<file path="src/rtl/bike_light_pkg.sv">
// Shared definitions for the bike light datapath:
// mode encodings, rate reset index and the BLINK2 flash pattern.
package bike_light_pkg;

    typedef enum logic [3:0] {
        MODE_OFF    = 4'b0001,
        MODE_ON     = 4'b0010,
        MODE_BLINK1 = 4'b0100,
        MODE_BLINK2 = 4'b1000
    } mode_t;

    localparam int RATE_RESET_IDX = 3;

    // bit i lights slot i
    localparam logic [7:0] BLINK2_PATTERN = 8'b0000_0101;

    function automatic mode_t mode_decode(input logic [3:0] s);
        case (s)
            4'b0010: return MODE_ON;
            4'b0100: return MODE_BLINK1;
            4'b1000: return MODE_BLINK2;
            default: return MODE_OFF;
        endcase
    endfunction

endpackage

</file>
<file path="src/rtl/light_pattern_driver_rate_shifter.sv">
// Saturating one-hot rate register; bit k means a
// half-period of 2^k base ticks.
module rate_shifter
    import bike_light_pkg::*;
#(
    parameter int RATE_BITS = 8
) (
    input  logic                 clk,
    input  logic                 reset,
    input  logic                 shift_left,
    input  logic                 shift_right,
    output logic [RATE_BITS-1:0] rate
);

    localparam logic [RATE_BITS-1:0] RATE_RST =
        RATE_BITS'(1) << RATE_RESET_IDX;

    logic [RATE_BITS-1:0] rate_d;

    always_comb begin
        rate_d = rate;
        if (shift_left && !shift_right) begin
            if (!rate[RATE_BITS-1])
                rate_d = rate << 1;
        end else if (shift_right && !shift_left) begin
            if (!rate[0])
                rate_d = rate >> 1;
        end
    end

    always_ff @(posedge clk or posedge reset) begin
        if (reset)
            rate <= RATE_RST;
        else
            rate <= rate_d;
    end

endmodule

</file>
<file path="src/rtl/light_pattern_driver.sv">
// Bike light LED driver: mode register, base-tick prescaler,
// BLINK1 square wave and BLINK2 double-flash sequencer.
module light_pattern_driver
    import bike_light_pkg::*;
#(
    parameter int BASE_DIV  = 50000,
    parameter int RATE_BITS = 8
) (
    input  logic                 clk,
    input  logic                 reset,
    input  logic [3:0]           state,
    input  logic                 f1_shift_left,
    input  logic                 f1_shift_right,
    input  logic                 f2_shift_left,
    input  logic                 f2_shift_right,
    output logic                 light,
    output logic [RATE_BITS-1:0] f1_rate,
    output logic [RATE_BITS-1:0] f2_rate
);

    localparam int PW = (BASE_DIV > 2) ? $clog2(BASE_DIV) : 1;
    localparam logic [PW-1:0] DIV_LAST = PW'(BASE_DIV - 1);
    localparam logic [PW-1:0] DIV_ONE  = PW'(1);
    localparam logic [RATE_BITS-1:0] RATE_ONE = RATE_BITS'(1);

    logic [3:0]           state_q;
    logic [PW-1:0]        presc_q, presc_d;
    logic [RATE_BITS-1:0] half_q, half_d;
    logic [2:0]           slot_q, slot_d;
    logic                 phase_q, phase_d;

    mode_t                mode_q;
    logic                 mode_chg;
    logic                 base_tick;
    logic [RATE_BITS-1:0] lim1, lim2;

    rate_shifter #(.RATE_BITS(RATE_BITS)) u_f1 (
        .clk         (clk),
        .reset       (reset),
        .shift_left  (f1_shift_left),
        .shift_right (f1_shift_right),
        .rate        (f1_rate)
    );

    rate_shifter #(.RATE_BITS(RATE_BITS)) u_f2 (
        .clk         (clk),
        .reset       (reset),
        .shift_left  (f2_shift_left),
        .shift_right (f2_shift_right),
        .rate        (f2_rate)
    );

    assign mode_q    = mode_decode(state_q);
    assign mode_chg  = (state != state_q);
    assign base_tick = (presc_q == DIV_LAST);
    // one-hot rate value equals the half-period in ticks
    assign lim1      = f1_rate - RATE_ONE;
    assign lim2      = f2_rate - RATE_ONE;

    always_comb begin
        presc_d = presc_q;
        half_d  = half_q;
        slot_d  = slot_q;
        phase_d = phase_q;
        if (mode_chg) begin
            presc_d = '0;
            half_d  = '0;
            slot_d  = '0;
            phase_d = 1'b1;
        end else begin
            case (mode_q)
                MODE_BLINK1: begin
                    presc_d = base_tick ? '0 : presc_q + DIV_ONE;
                    if (base_tick) begin
                        if (half_q >= lim1) begin
                            half_d  = '0;
                            phase_d = ~phase_q;
                        end else begin
                            half_d = half_q + RATE_ONE;
                        end
                    end
                end
                MODE_BLINK2: begin
                    presc_d = base_tick ? '0 : presc_q + DIV_ONE;
                    if (base_tick) begin
                        if (half_q >= lim2) begin
                            half_d = '0;
                            slot_d = slot_q + 3'd1;
                        end else begin
                            half_d = half_q + RATE_ONE;
                        end
                    end
                end
                default: begin
                    presc_d = '0;
                    half_d  = '0;
                    slot_d  = '0;
                end
            endcase
        end
    end

    always_ff @(posedge clk or posedge reset) begin
        if (reset) begin
            state_q <= MODE_OFF;
            presc_q <= '0;
            half_q  <= '0;
            slot_q  <= '0;
            phase_q <= 1'b1;
        end else begin
            state_q <= state;
            presc_q <= presc_d;
            half_q  <= half_d;
            slot_q  <= slot_d;
            phase_q <= phase_d;
        end
    end

    always_comb begin
        light = 1'b0;
        case (mode_q)
            MODE_ON:     light = 1'b1;
            MODE_BLINK1: light = phase_q;
            MODE_BLINK2: light = BLINK2_PATTERN[slot_q];
            default:     light = 1'b0;
        endcase
    end

endmodule

</file>
<file path="config.mk">
export PLATFORM = sky130hd
export DESIGN_NAME = light_pattern_driver
export DESIGN_NICKNAME = d
export VERILOG_FILES = /design/src/rtl/bike_light_pkg.sv /design/src/rtl/light_pattern_driver_rate_shifter.sv /design/src/rtl/light_pattern_driver.sv
export SDC_FILE = /design/constraint.sdc
export NUM_CORES = 1
export LEC_CHECK = 0
export ABC_AREA = 1
export BUFFER_PORTS_ARGS = -buffer_cell sky130_fd_sc_hd__buf_2
export CAP_MARGIN = 20
export CORE_MARGIN = 3
export CORE_UTILIZATION = 45
export CTS_CLUSTER_SIZE = 25
export DETAILED_ROUTE_END_ITERATION = 8
export PLACE_DENSITY = 0.68
export SLEW_MARGIN = 20
export SYNTH_ARGS = -nofsm -noshare
export SYNTH_HDL_FRONTEND = slang
export SYNTH_SLANG_ARGS = --single-unit
</file>
<file path="constraint.sdc">
create_clock -name clk -period 4 [get_ports clk]
set_clock_uncertainty 0.05 [all_clocks]
set_input_delay 0.4 -clock clk [delete_from_list [all_inputs] [get_ports clk]]
set_output_delay 0.4 -clock clk [all_outputs]
set_load 0.02 [all_outputs]
</file>
Yosys cells after proc, flatten, opt, wreduce, memory -nomap -nowiden:

Memories as Yosys holds them, arrays and structs flattened.
Cells that the tools add are included.
Widths: inputs -> output; s select.

* equal/unequal tests: 16
* bitwise gates (word level): 1
* $add $sub $neg: 5
* $lt $le $gt $ge: 3
* muxes and demuxes: 28
* reduce and logical (&&, ||, !) cells: 23

Operators with widths (count)
* $mux 8: 13
* $mux 16: 3
* $add 16x1->16 const B: 1
* $eq 16x16->1 const B: 1
* $ge 8x8->1: 2
* $pmux 8 s2: 1
* $sub 8x1->8 const B: 2
* $pmux 4 s3: 1
* $reduce_and 3->1: 4
* $ne 2x2->1 const B: 5
* $reduce_and 2->1: 5
* $reduce_bool 2->1: 5
* $mux 3: 3
* $ne 3x3->1 const B: 3
* $add 8x1->8 const B: 1
* $eq 4x2->1 const B: 2
* $eq 4x3->1 const B: 2
* $eq 4x4->1 const B: 2
* $pmux 3 s2: 1
* $mux 1: 5
* $logic_and 1x1->1: 4
* $logic_not 1->1: 4
* $lt 3x4->1 const B: 1
* $ne 4x4->1: 1
* other kinds (4): 4

* bits of input ports: 10
* bits in read-only memories: 8
* memories kept: 1
* flip-flop bits (word level): 48

Memories
* (no name shown): depth 8, bits a word 1, rd ports 1, clocked after Yosys merged registers in 0, wr ports 0, RTL line light_pattern_driver.sv:124 `MODE_BLINK2: light = BLINK2_PATTERN[slot_q];`

Longest topological paths before layout:

Gate-level depths: netlist of run 1.

* depth in word-level cells: 6
* mapped depth: 14
* depth with buffers taken out: 14

Modules after synthesis:

A second synthesis of run 1 with hierarchy kept.

* cell total of the unflattened synthesis: 472
* area total of the unflattened synthesis: 3363.2 µm²

Modules (own cells, without submodules)
* light_pattern_driver: instances 1, area an instance 2352.3 µm², cells an instance 330, seq. area each 803.3 µm²
* rate_shifter: instances 2, area an instance 505.5 µm², cells an instance 71, seq. area each 201.4 µm²

Worst setup path before layout of run 1:

OpenSTA, ideal clock, no wires.

* path type: register to register
* from: reg u_f1.rate[0]
* to: reg half_q[2]
* clock period less this slack: 2293 ps
* arrival time: 2166 ps
* stages on the path, launching flop included: 15
* setup time: 76 ps
* slack: 1707 ps
* cells stage by stage: dfrtp_1 > inv_1 > ha_1 > nand3_1 > nor3_1 > xor2_1 > inv_1 > ha_1 > nand2_1 > nor2_1 > nor2_1 > nand3_1 > nand2_2 > nand2_2 > o21ai_1

* word-level cells in the longest chain between the ends: 6

RTL lines
* start, declared: RTL line light_pattern_driver_rate_shifter.sv:12 `output logic [RATE_BITS-1:0] rate`
* start signal, assigned: RTL line light_pattern_driver_rate_shifter.sv:35 `rate <= rate_d;`
* $sub 8x1->8: RTL line light_pattern_driver.sv:57 `assign lim1 = f1_rate - RATE_ONE;`
* $ge 8x8->1: RTL line light_pattern_driver.sv:75 `if (half_q >= lim1) begin`
* $mux 8: RTL line light_pattern_driver.sv:75
* $mux 8: RTL line light_pattern_driver.sv:74 `if (base_tick) begin`
* $pmux 8 s2: RTL line light_pattern_driver.sv:71 `case (mode_q)`
* $mux 8: RTL line light_pattern_driver.sv:65 `if (mode_chg) begin`
* end signal, assigned: RTL line light_pattern_driver.sv:113 `half_q <= half_d;`
* end, declared: RTL line light_pattern_driver.sv:28 `logic [RATE_BITS-1:0] half_q, half_d;`

Every way passes these cells. The select of a mux whose other input is x is not followed.
A chain may end at the register's enable or synchronous reset.

Worst setup path in the final report of run 1:

* from: reg u_f1.rate[0]
* to: reg half_q[4]

The elaborated chain is that of the path after synthesis.

==> results.ini, run 1 <==
[floorplan]
chipHeight_um = 90.5
fp.dieW_um = 90.5
core_um2 = 6870
rows = 30
start_util = 0.468
ioPinCount = 27
dieArea_um2 = 8190

[sta]
worst_pin_slew_ps = 838
max_freq_mhz = 414
hold_violations = 0
finalMaxSlewViolations = 0
period_share = 0.604
setup-tns-final_ps = 0
period_needed_ps = 2420
grt_setup_unrepaired = false
whs_ps = 157
maxSlewHeadroom = 0.441
final-setup-viol-count = 0

[global_route]
grt_pass1_vias = 2610
grt_usage = 0.161
grt_pass1_wl_um = 11200
antenna_found_initial = 0
grt_max_degree = 49
grt-ovfl-total = 0

[worst_setup_path]
timing.critical_path.buf_inv = 2
cp_max_fo = 7
cp-end-kind = flop
cp_slowest_cell = dfrtp_1
cp.arrival_ps = 2600
crit_type = reg2reg
critPathTopFamily = simple AND/OR/NAND/NOR gates
worstSetupStartpointType = flop
reg2reg_from = u_f1.rate[0]$_DFFE_PP0P_
crit_chain = inv_1, ha_1, nand3_1, nor3_1, xor2_1, inv_1, ha_1, nand2_1, nor2_1, nor2_1, nand3_1, nand2_2, nand2_2, o21ai_1
cp.depth = 14
critPathMaxStageDelay_ps = 410
timing.rr.end = half_q[4]$_DFFE_PP0P_
ff2ff_path_depth = 14
critPathRequiredTime_ps = 4180
reg2reg_slack_ps = 1580

[routing]
drc = 0
wl_per_cell_um = 11.6
dr.pass1.iters = 4
wl_um = 6260
vias_per_cell = 4.98
ant_nets = 0
route.vias.total = 2682
drtIter0Drc = 115

[yosys]
synth-main-ff-cell = dfrtp_1
syn_area_um2 = 3210
yosysWarnings = 0
syn_area_per_cell_um2 = 7.76
synthTopCellsByCount = 82 x nand2_1, 62 x inv_1, 46 x nor2_1
netlist.area_leader.share = 0.343
synth_edf_count = 0
synth.most_common_cell = nand2_1
async_flop_share = 1.00
synth_nets = 451
synth.yosys.seq_area_share = 0.375
synth_area_leaders = dfrtp_1 34%, ha_1 11%, nand2_1 9.6%
netlist_instances = 414
synth_area_leader_cell = dfrtp_1
ys_seq_elements = 48
yosys.cell_types.count = 37

[min_path]
min_from = state[0]
holdCritPathClass = in2reg
holdPathStages = 1
holdPathEnd = state_q[0]$_DFF_PP1_

[power]
combPwrFrac = 0.534
p_leak_nw = 1.81
p_sw_w = 0.000902
peakVddDrop_mv = 0.378
power_per_cell_area_nw_per_um2 = 570
power_frac_seq = 0.323
p_int_w = 0.00110
power_w = 0.00200
swShare = 0.451
clkPwrFrac = 0.144

[flow_run]
max-cap-violations = 0

[cts]
cts_sinks = 48
root_buffer = clkbuf_8
clock_path_buffers = 2
hold_buffers = 0
cts_resized = 0
clock_latency_ps = 300
cts_htree_levels = 2
numCtsBuffers = 5
path_clk_slew_ps = 90
cts_tree = done
cts_setup_buffers = 0

[outcome]
outcome = finished, final reports clean

[finish]
n_fill_cell = 647
drive_gt1_frac = 0.138
n_antenna_cell = 0
nets = 479
area_delta_synth_final_pct = 9.31

[placement]
portBuffers = 26
dpl.hpwl_um = 4700
gp_congestion = 0.797

[layout by cell type (no fill, tap or decap), drive strengths merged]
master and instances:
o22ai 10, xnor2 9, dfstp 4, nor2 54
nand3 23, dfrtp 44, xor2 12, buf 26
o21a 2, inv 64, nor3b 2, o311ai 1
clkbuf 7, a31oi 1, o21bai 1, nand4 9
nor3 7, nand2 88, ha 27, a21o 1
clkinv 2, o21ai 23, nand3b 1, nor4 1
mux2 1, o211ai 1, a21oi 22
[stage by stage]
stage / std cells / setup WS, ps / cell area (µm²) / util
6_report: 539 / 1580 / 3510 / 0.511
2_1_floorplan: 414 / 1710 / 3210 / -
3_5_place_dp: 531 / 1600 / 3430 / 0.499
3_3_place_gp: 531 / 1650 / 3430 / 0.499
5_1_grt: 539 / 1270 / 3510 / 0.511
4_1_cts: 539 / 1580 / 3510 / 0.511
[state kept, by name (all words and copies together) (netlist names)]
| signal | flops |
|---|---|
| u_f1.rate | 8 |
| presc_q | 16 |
| u_f2.rate | 8 |
| slot_q | 3 |
| state_q | 4 |
| half_q | 8 |
| phase_q | 1 |
[kinds of logic (layout without fill, tap and decap cells)]
logic type      after synthesis  after routing  synth area share
simple gates                185            185             0.263
buf+inv                      70             99            0.0864
compound gates               62             62             0.109
flops                        48             48             0.375
fa+ha+maj                    27             27             0.105
xor+xnor                     21             21            0.0572
mux                           1              1           0.00350
[metal layers]
metal / vias up / GRT usage / part of all wire
met5: - / 0 / 0
met4: 0 / 0.0497 / 0.011
met3: 6 / 0.0342 / 0.032
met2: 44 / 0.266 / 0.48
met1: 1238 / 0.212 / 0.48
li1: 1394 / - / -
[cell type report]
type | count | area (µm²) | share of cell area
flip-flops and latches | 48 | 1210 | 0.343
well taps | 96 | 120 | 0.0342
repair buffers | 26 | 130 | 0.0371
clock inverters | 1 | 5.00 | 0.00143
inverters | 65 | 245 | 0.0698
multi-input cells | 296 | 1730 | 0.492
clock buffers | 7 | 76.3 | 0.0217
[power by group through the flow]
stage	Sequential, W	Combinational, W	Clock, W
floorplan	0.000741	0.000753	0
global route	0.000662	0.00123	0.000313
detailed placement	0.000656	0.00107	0
CTS	0.000646	0.00108	0.000294
global placement	0.000653	0.00104	0
finish	0.000646	0.00107	0.000287
[worst max path at each step]
stage                                        start                     to  slack, ps
after floorplan           u_f1.rate[0]$_DFFE_PP0P_  half_q[2]$_DFFE_PP0P_       1710
after global placement    u_f1.rate[0]$_DFFE_PP0P_  half_q[3]$_DFFE_PP0P_       1650
after detailed placement  u_f1.rate[0]$_DFFE_PP0P_  half_q[4]$_DFFE_PP0P_       1600
after CTS                 u_f1.rate[0]$_DFFE_PP0P_  half_q[4]$_DFFE_PP0P_       1580
after global routing      u_f1.rate[0]$_DFFE_PP0P_  half_q[3]$_DFFE_PP0P_       1270
final                     u_f1.rate[0]$_DFFE_PP0P_  half_q[4]$_DFFE_PP0P_       1580
Note: power is estimated with default switching activity, not from simulation.
==> run 2: changes to the inputs <==
clock period = 2.35 ns   (was 4 ns; I/O delays follow)
==> results.ini, run 2 (same netlist as run 1, synthesis figures left out) <==
[sta]
grt_setup_unrepaired = true
finalMaxSlewViolations = 0  ; unchanged
period_share = 0.975  ; +0.371
maxSlewHeadroom = 0.691  ; +0.250
hold_violations = 0  ; unchanged
final-setup-viol-count = 0  ; unchanged
worst_pin_slew_ps = 463  ; -375 ps
max_freq_mhz = 436  ; +5.4%
period_needed_ps = 2290  ; -124 ps
setup-tns-final_ps = 0  ; unchanged

[routing]
dr.pass1.iters = 4  ; unchanged
drtIter0Drc = 112  ; -2.6%
met3_length_um = 166  ; -18%
vias_per_cell = 4.90  ; -1.6%
wl_per_cell_um = 11.6  ; +0.16%
wl_um = 6470  ; +3.3%
drc = 0  ; unchanged
route.vias.total = 2722  ; +1.5%
ant_nets = 0  ; unchanged
highest_layer = met4
wl_met2_um = 3070  ; +3.3%
wl_met1_um = 3120  ; +3.6%

[finish]
drive_gt1_frac = 0.207  ; +0.0688
final_common_cell = nand2_1
layout_common_cells = 81 x nand2_1, 56 x inv_1, 45 x nor2_1
area_delta_synth_final_pct = 16.8
largest_register_ffs = 16  ; unchanged
n_fill_cell = 615  ; -4.9%
regMostFlops = presc_q
nets = 496  ; +3.5%
n_antenna_cell = 0  ; unchanged

[worst_setup_path]
worstSetupStartpointType = flop
timing.critical_path.buf_inv = 2  ; unchanged
cp.arrival_ps = 2480  ; -120 ps
critPathMaxStageDelay_ps = 420  ; about the same
cp_max_fo = 5  ; -2
critPathTopFamily = simple AND/OR/NAND/NOR gates
critPathRequiredTime_ps = 2540  ; -1640 ps
crit_type = reg2reg
crit_chain = inv_2, ha_4, nand3_4, nor3_4, xor2_1, inv_1, ha_1, nand2_1, nor2_1, nor2_1, nand3_1, nand2_4, nand2_4, o21ai_2
cp_slowest_cell = dfrtp_1
cp-end-kind = flop

[placement]
gp_congestion = 0.844  ; +5.9%
portBuffers = 26  ; unchanged
dpl.hpwl_um = 4810  ; +2.4%

[power]
p_leak_nw = 1.94  ; +7.3%
clkPwrFrac = 0.153  ; +0.009
power_w = 0.00392  ; +96%
p_int_w = 0.00223  ; +100%
combPwrFrac = 0.561  ; +0.027
power_frac_seq = 0.285  ; -0.038
swShare = 0.430  ; -0.0207
p_sw_w = 0.00168  ; +87%
power_per_cell_area_nw_per_um2 = 1040  ; +83%
peakVddDrop_mv = 0.906  ; +140%

[cts]
clock_path_buffers = 2  ; unchanged
numCtsBuffers = 5  ; unchanged
clock_latency_ps = 310  ; about the same
cts_htree_levels = 2  ; unchanged
cts_sinks = 48  ; unchanged
cts_tree = done
path_clk_slew_ps = 90  ; about the same
root_buffer = clkbuf_8

[outcome]
outcome = finished, final reports clean

[floorplan]
dieArea_um2 = 8190  ; unchanged
chipHeight_um = 90.5  ; unchanged
rows = 30  ; unchanged
core_um2 = 6870  ; unchanged
ioPinCount = 27  ; unchanged
fp.dieW_um = 90.5  ; unchanged
start_util = 0.468  ; unchanged

[flow_run]
max-cap-violations = 0  ; unchanged

[global_route]
grt_max_degree = 24  ; -51%
grt_pass1_wl_um = 11100  ; -0.56%
grt_usage = 0.161  ; -0.000525
grt_pass1_vias = 2583  ; -1.0%
antenna_found_initial = 0  ; unchanged
grt-ovfl-total = 0  ; unchanged

[min_path]
holdCritPathClass = in2reg

-- run 2: through the flow --
stage               hold WS (ps)  setup WS (ps)  area [µm²]  instances   util
floorplan                    189           57.4        3210        414      -
global placement            96.0            104        3520        543  0.512
detailed placement           102           56.5        3520        543  0.512
CTS                         3.06           17.8        3650        553  0.531
global route                3.11          -99.7        3750        556  0.546
finish                      12.0           58.8        3750        556  0.546
-- run 2: what timing repair did --
action / CTS / global route
buffers inserted: 0 / 3
endpoints found under the setup margin: 0 / 12
gates resized for setup: 0 / 23
hold endpoints to repair: 8 / 0
hold buffers: 2 / 0
-- run 2: worst reg2reg max path, cell delays in order (launching register included) --
cell and delay, ps:
dfrtp_1 420, inv_2 100, ha_4 150, nand3_4 90, nor3_4 190, xor2_1 160
inv_1 60, ha_1 260, nand2_1 70, nor2_1 50, nor2_1 140, nand3_1 140
nand2_4 140, nand2_4 80, o21ai_2 140
-- run 2: path summary, 6_finish.rpt --
kind	startpoint	to	slack (ps)	depth (start not counted)
setup / recovery	u_f1.rate[1]$_DFFE_PP0P_	half_q[2]$_DFFE_PP0P_	60	14
hold / removal	state[3]	state_q[3]$_DFF_PP0_	10	1
setup reg to reg	u_f1.rate[1]$_DFFE_PP0P_	half_q[2]$_DFFE_PP0P_	60	14
hold reg to reg	presc_q[0]$_DFF_PP0_	presc_q[0]$_DFF_PP0_	410	1
max in group asynchronous	reset	state_q[0]$_DFF_PP1_	1340	4
min in group asynchronous	reset	u_f1.rate[6]$_DFFE_PP0P_	310	3
-- run 2: layout make-up --
type / instances / area, µm² / share of cell area
clock buffers: 6 / 72.6 / 0.0193
well taps: 96 / 120 / 0.0320
flip-flops and latches: 48 / 1210 / 0.321
repair buffers: 43 / 263 / 0.0700
multi-input cells: 296 / 1810 / 0.483
inverters: 65 / 244 / 0.0650
clock inverters: 2 / 35.0 / 0.00933
-- run 2: power by group through the flow --
stage	registers, W	clock network, W	logic, W
floorplan	0.00126	0	0.00128
global placement	0.00110	0	0.00191
detailed placement	0.00110	0	0.00199
CTS	0.00109	0.000622	0.00200
global route	0.00114	0.000659	0.00247
finish	0.00112	0.000600	0.00220
-- run 2: layer usage --
layer / up-vias / global-route usage
li1: 1430 / -
met1: 1242 / 0.213
met2: 37 / 0.265
met3: 13 / 0.0250
met4: 0 / 0.0599
met5: - / 0
==> run 3: changes to the inputs <==
CORE_ASPECT_RATIO = 1.75   (was not set)
==> results.ini, run 3 (same netlist as run 1, synthesis figures left out) <==
[routing]
ant_nets = 0  ; unchanged
route.vias.total = 2843  ; +4.4%
vias_per_cell = 5.24  ; +6.9%
dr.pass1.iters = 4  ; unchanged
wl_um = 6920  ; +7.0%
drtIter0Drc = 105  ; -6.3%
wl_per_cell_um = 12.7  ; +9.6%
drc = 0  ; unchanged

[placement]
gp_congestion = 0.831  ; -1.5%
portBuffers = 26  ; unchanged
dpl_worst_slack_ps = -33.7  ; -90.2 ps
dpl.hpwl_um = 5250  ; +9.2%
place_inst = 531  ; -2.2%

[worst_setup_path]
cp_max_fo = 5  ; unchanged
worstSetupStartpointType = flop
cp-end-kind = flop
crit_type = reg2reg
cp_slowest_cell = dfrtp_1
critPathTopFamily = simple AND/OR/NAND/NOR gates
timing.critical_path.buf_inv = 0  ; -2
crit_chain = nor2_2, nand4_1, nor3_2, xor2_1, ha_1, a21oi_2, o21ai_2, nor2_2, nand2_2, nand2_4, nand2_4, o21ai_1
critPathMaxStageDelay_ps = 390  ; -30 ps
cp.arrival_ps = 2430  ; -50 ps
critPathRequiredTime_ps = 2520  ; -20 ps

[sta]
period_share = 0.961  ; -0.0136
fin_ws_ps = 90.8  ; +32.0 ps
period_needed_ps = 2260  ; -32.0 ps
max_freq_mhz = 443  ; +1.4%
final-setup-viol-count = 0  ; unchanged
grt_setup_unrepaired = true
finalMaxSlewViolations = 0  ; unchanged
worst_pin_slew_ps = 390  ; -73.3 ps
maxSlewHeadroom = 0.737  ; +0.0456
hold_violations = 0  ; unchanged

[cts]
clock_latency_ps = 290  ; -20 ps
path_clk_slew_ps = 60  ; -30 ps
root_buffer = clkbuf_16
cts_tree = done
clock_path_buffers = 2  ; unchanged
cts_sinks = 48  ; unchanged
cts_htree_levels = 2  ; unchanged
numCtsBuffers = 5  ; unchanged

[min_path]
holdCritPathClass = in2reg

[global_route]
grt_max_degree = 25  ; +4.2%
grt_usage = 0.176  ; +0.0156
grt_pass1_wl_um = 11900  ; +7.3%
antenna_found_initial = 0  ; unchanged
grt-ovfl-total = 0  ; unchanged
grt_pass1_vias = 2730  ; +5.7%

[floorplan]
chipHeight_um = 118  ; +30%
rows = 40  ; +33%
start_util = 0.465  ; -0.00254
fp.dieW_um = 69.9  ; -23%
ioPinCount = 27  ; unchanged
dieArea_um2 = 8230  ; +0.48%
core_um2 = 6910  ; +0.55%

[finish]
nets = 495  ; -0.20%
regMostFlops = presc_q
final_common_cell = nand2_1
n_fill_cell = 684  ; +11%
n_antenna_cell = 0  ; unchanged
largest_register_ffs = 16  ; unchanged
layout_common_cells = 80 x nand2_1, 58 x inv_1, 44 x dfrtp_1
area_delta_synth_final_pct = 17.5
finalNonFillerCells = 543  ; -2.3%
drive_gt1_frac = 0.214  ; +0.00699
utilization = 0.547  ; about the same

[power]
peakVddDrop_mv = 0.727  ; -20%
power_per_cell_area_nw_per_um2 = 1060  ; +2.0%
power_w = 0.00402  ; +2.6%
p_leak_nw = 1.95  ; +0.64%

[flow_run]
max-cap-violations = 0  ; unchanged

[outcome]
outcome = finished, final reports clean

run 3: cell count changes in the layout (fill, tap and decap cells not counted), sizes merged:
cell / before / now
clkbuf: 6 / 8
bufinv: 1 / 0
clkinv: 1 / 0
dlygate4sd3: 2 / 1
run 3: layout make-up:
type / instances / area [µm²] / share of cell area
timing repair buffer: 42 / 253 / 0.0670
clock buffer: 8 / 146 / 0.0388
inverter: 65 / 244 / 0.0646
multi-input combinational: 296 / 1820 / 0.482
tap: 84 / 105 / 0.0278
sequential: 48 / 1210 / 0.320
run 3: timing repair:
| item | in CTS | in global routing |
|---|---|---|
| pin swaps | 0 | 13 |
| hold buffers | 1 | 0 |
| resized for setup | 4 | 22 |
| setup buffers | 0 | 3 |
| endpoints found under the hold margin | 9 | 0 |
| setup endpoints to repair | 7 | 12 |
run 3: report_power, final:
part / switching (W) / internal (W)
Clock: 0.000297 / 0.000425
Sequential: 0.000139 / 0.000970
Combinational: 0.00127 / 0.000918
run 3: worst paths after layout:
kind                                                from                  endpoint  slack [ps]  cells after the start
worst max-delay path            u_f2.rate[1]$_DFFE_PP0P_     half_q[4]$_DFFE_PP0P_          90                     12
worst min-delay path                            state[0]      state_q[0]$_DFF_PP1_          20                      1
worst max register to register  u_f2.rate[1]$_DFFE_PP0P_     half_q[4]$_DFFE_PP0P_          90                     12
worst min register to register      presc_q[0]$_DFF_PP0_      presc_q[0]$_DFF_PP0_         410                      1
max in group asynchronous                          reset  u_f2.rate[3]$_DFFE_PP1P_        1200                      4
min in group asynchronous                          reset      state_q[1]$_DFF_PP0_         380                      3
run 3: stage by stage:
step | cell area [µm²] | setup TNS, ps | hold slack [ps]
final | 3770 | 0 | 19.7
after global routing | 3770 | -1210 | 12.7
after global placement | 3500 | 0 | 144
after floorplan | 3210 | 0 | 189
after detailed placement | 3500 | -74.6 | 143
after CTS | 3670 | 0 | 13.7
run 3: routing by layer:
| metal | vias to the layer above | GRT usage | routed length (µm) |
|---|---|---|---|
| met2 | 33 | 0.341 | 3930 |
| li1 | 1436 | - | - |
| met5 | - | 0 | 0 |
| met4 | 0 | 0.0743 | 175 |
| met3 | 12 | 0.0222 | 122 |
| met1 | 1362 | 0.184 | 2700 |
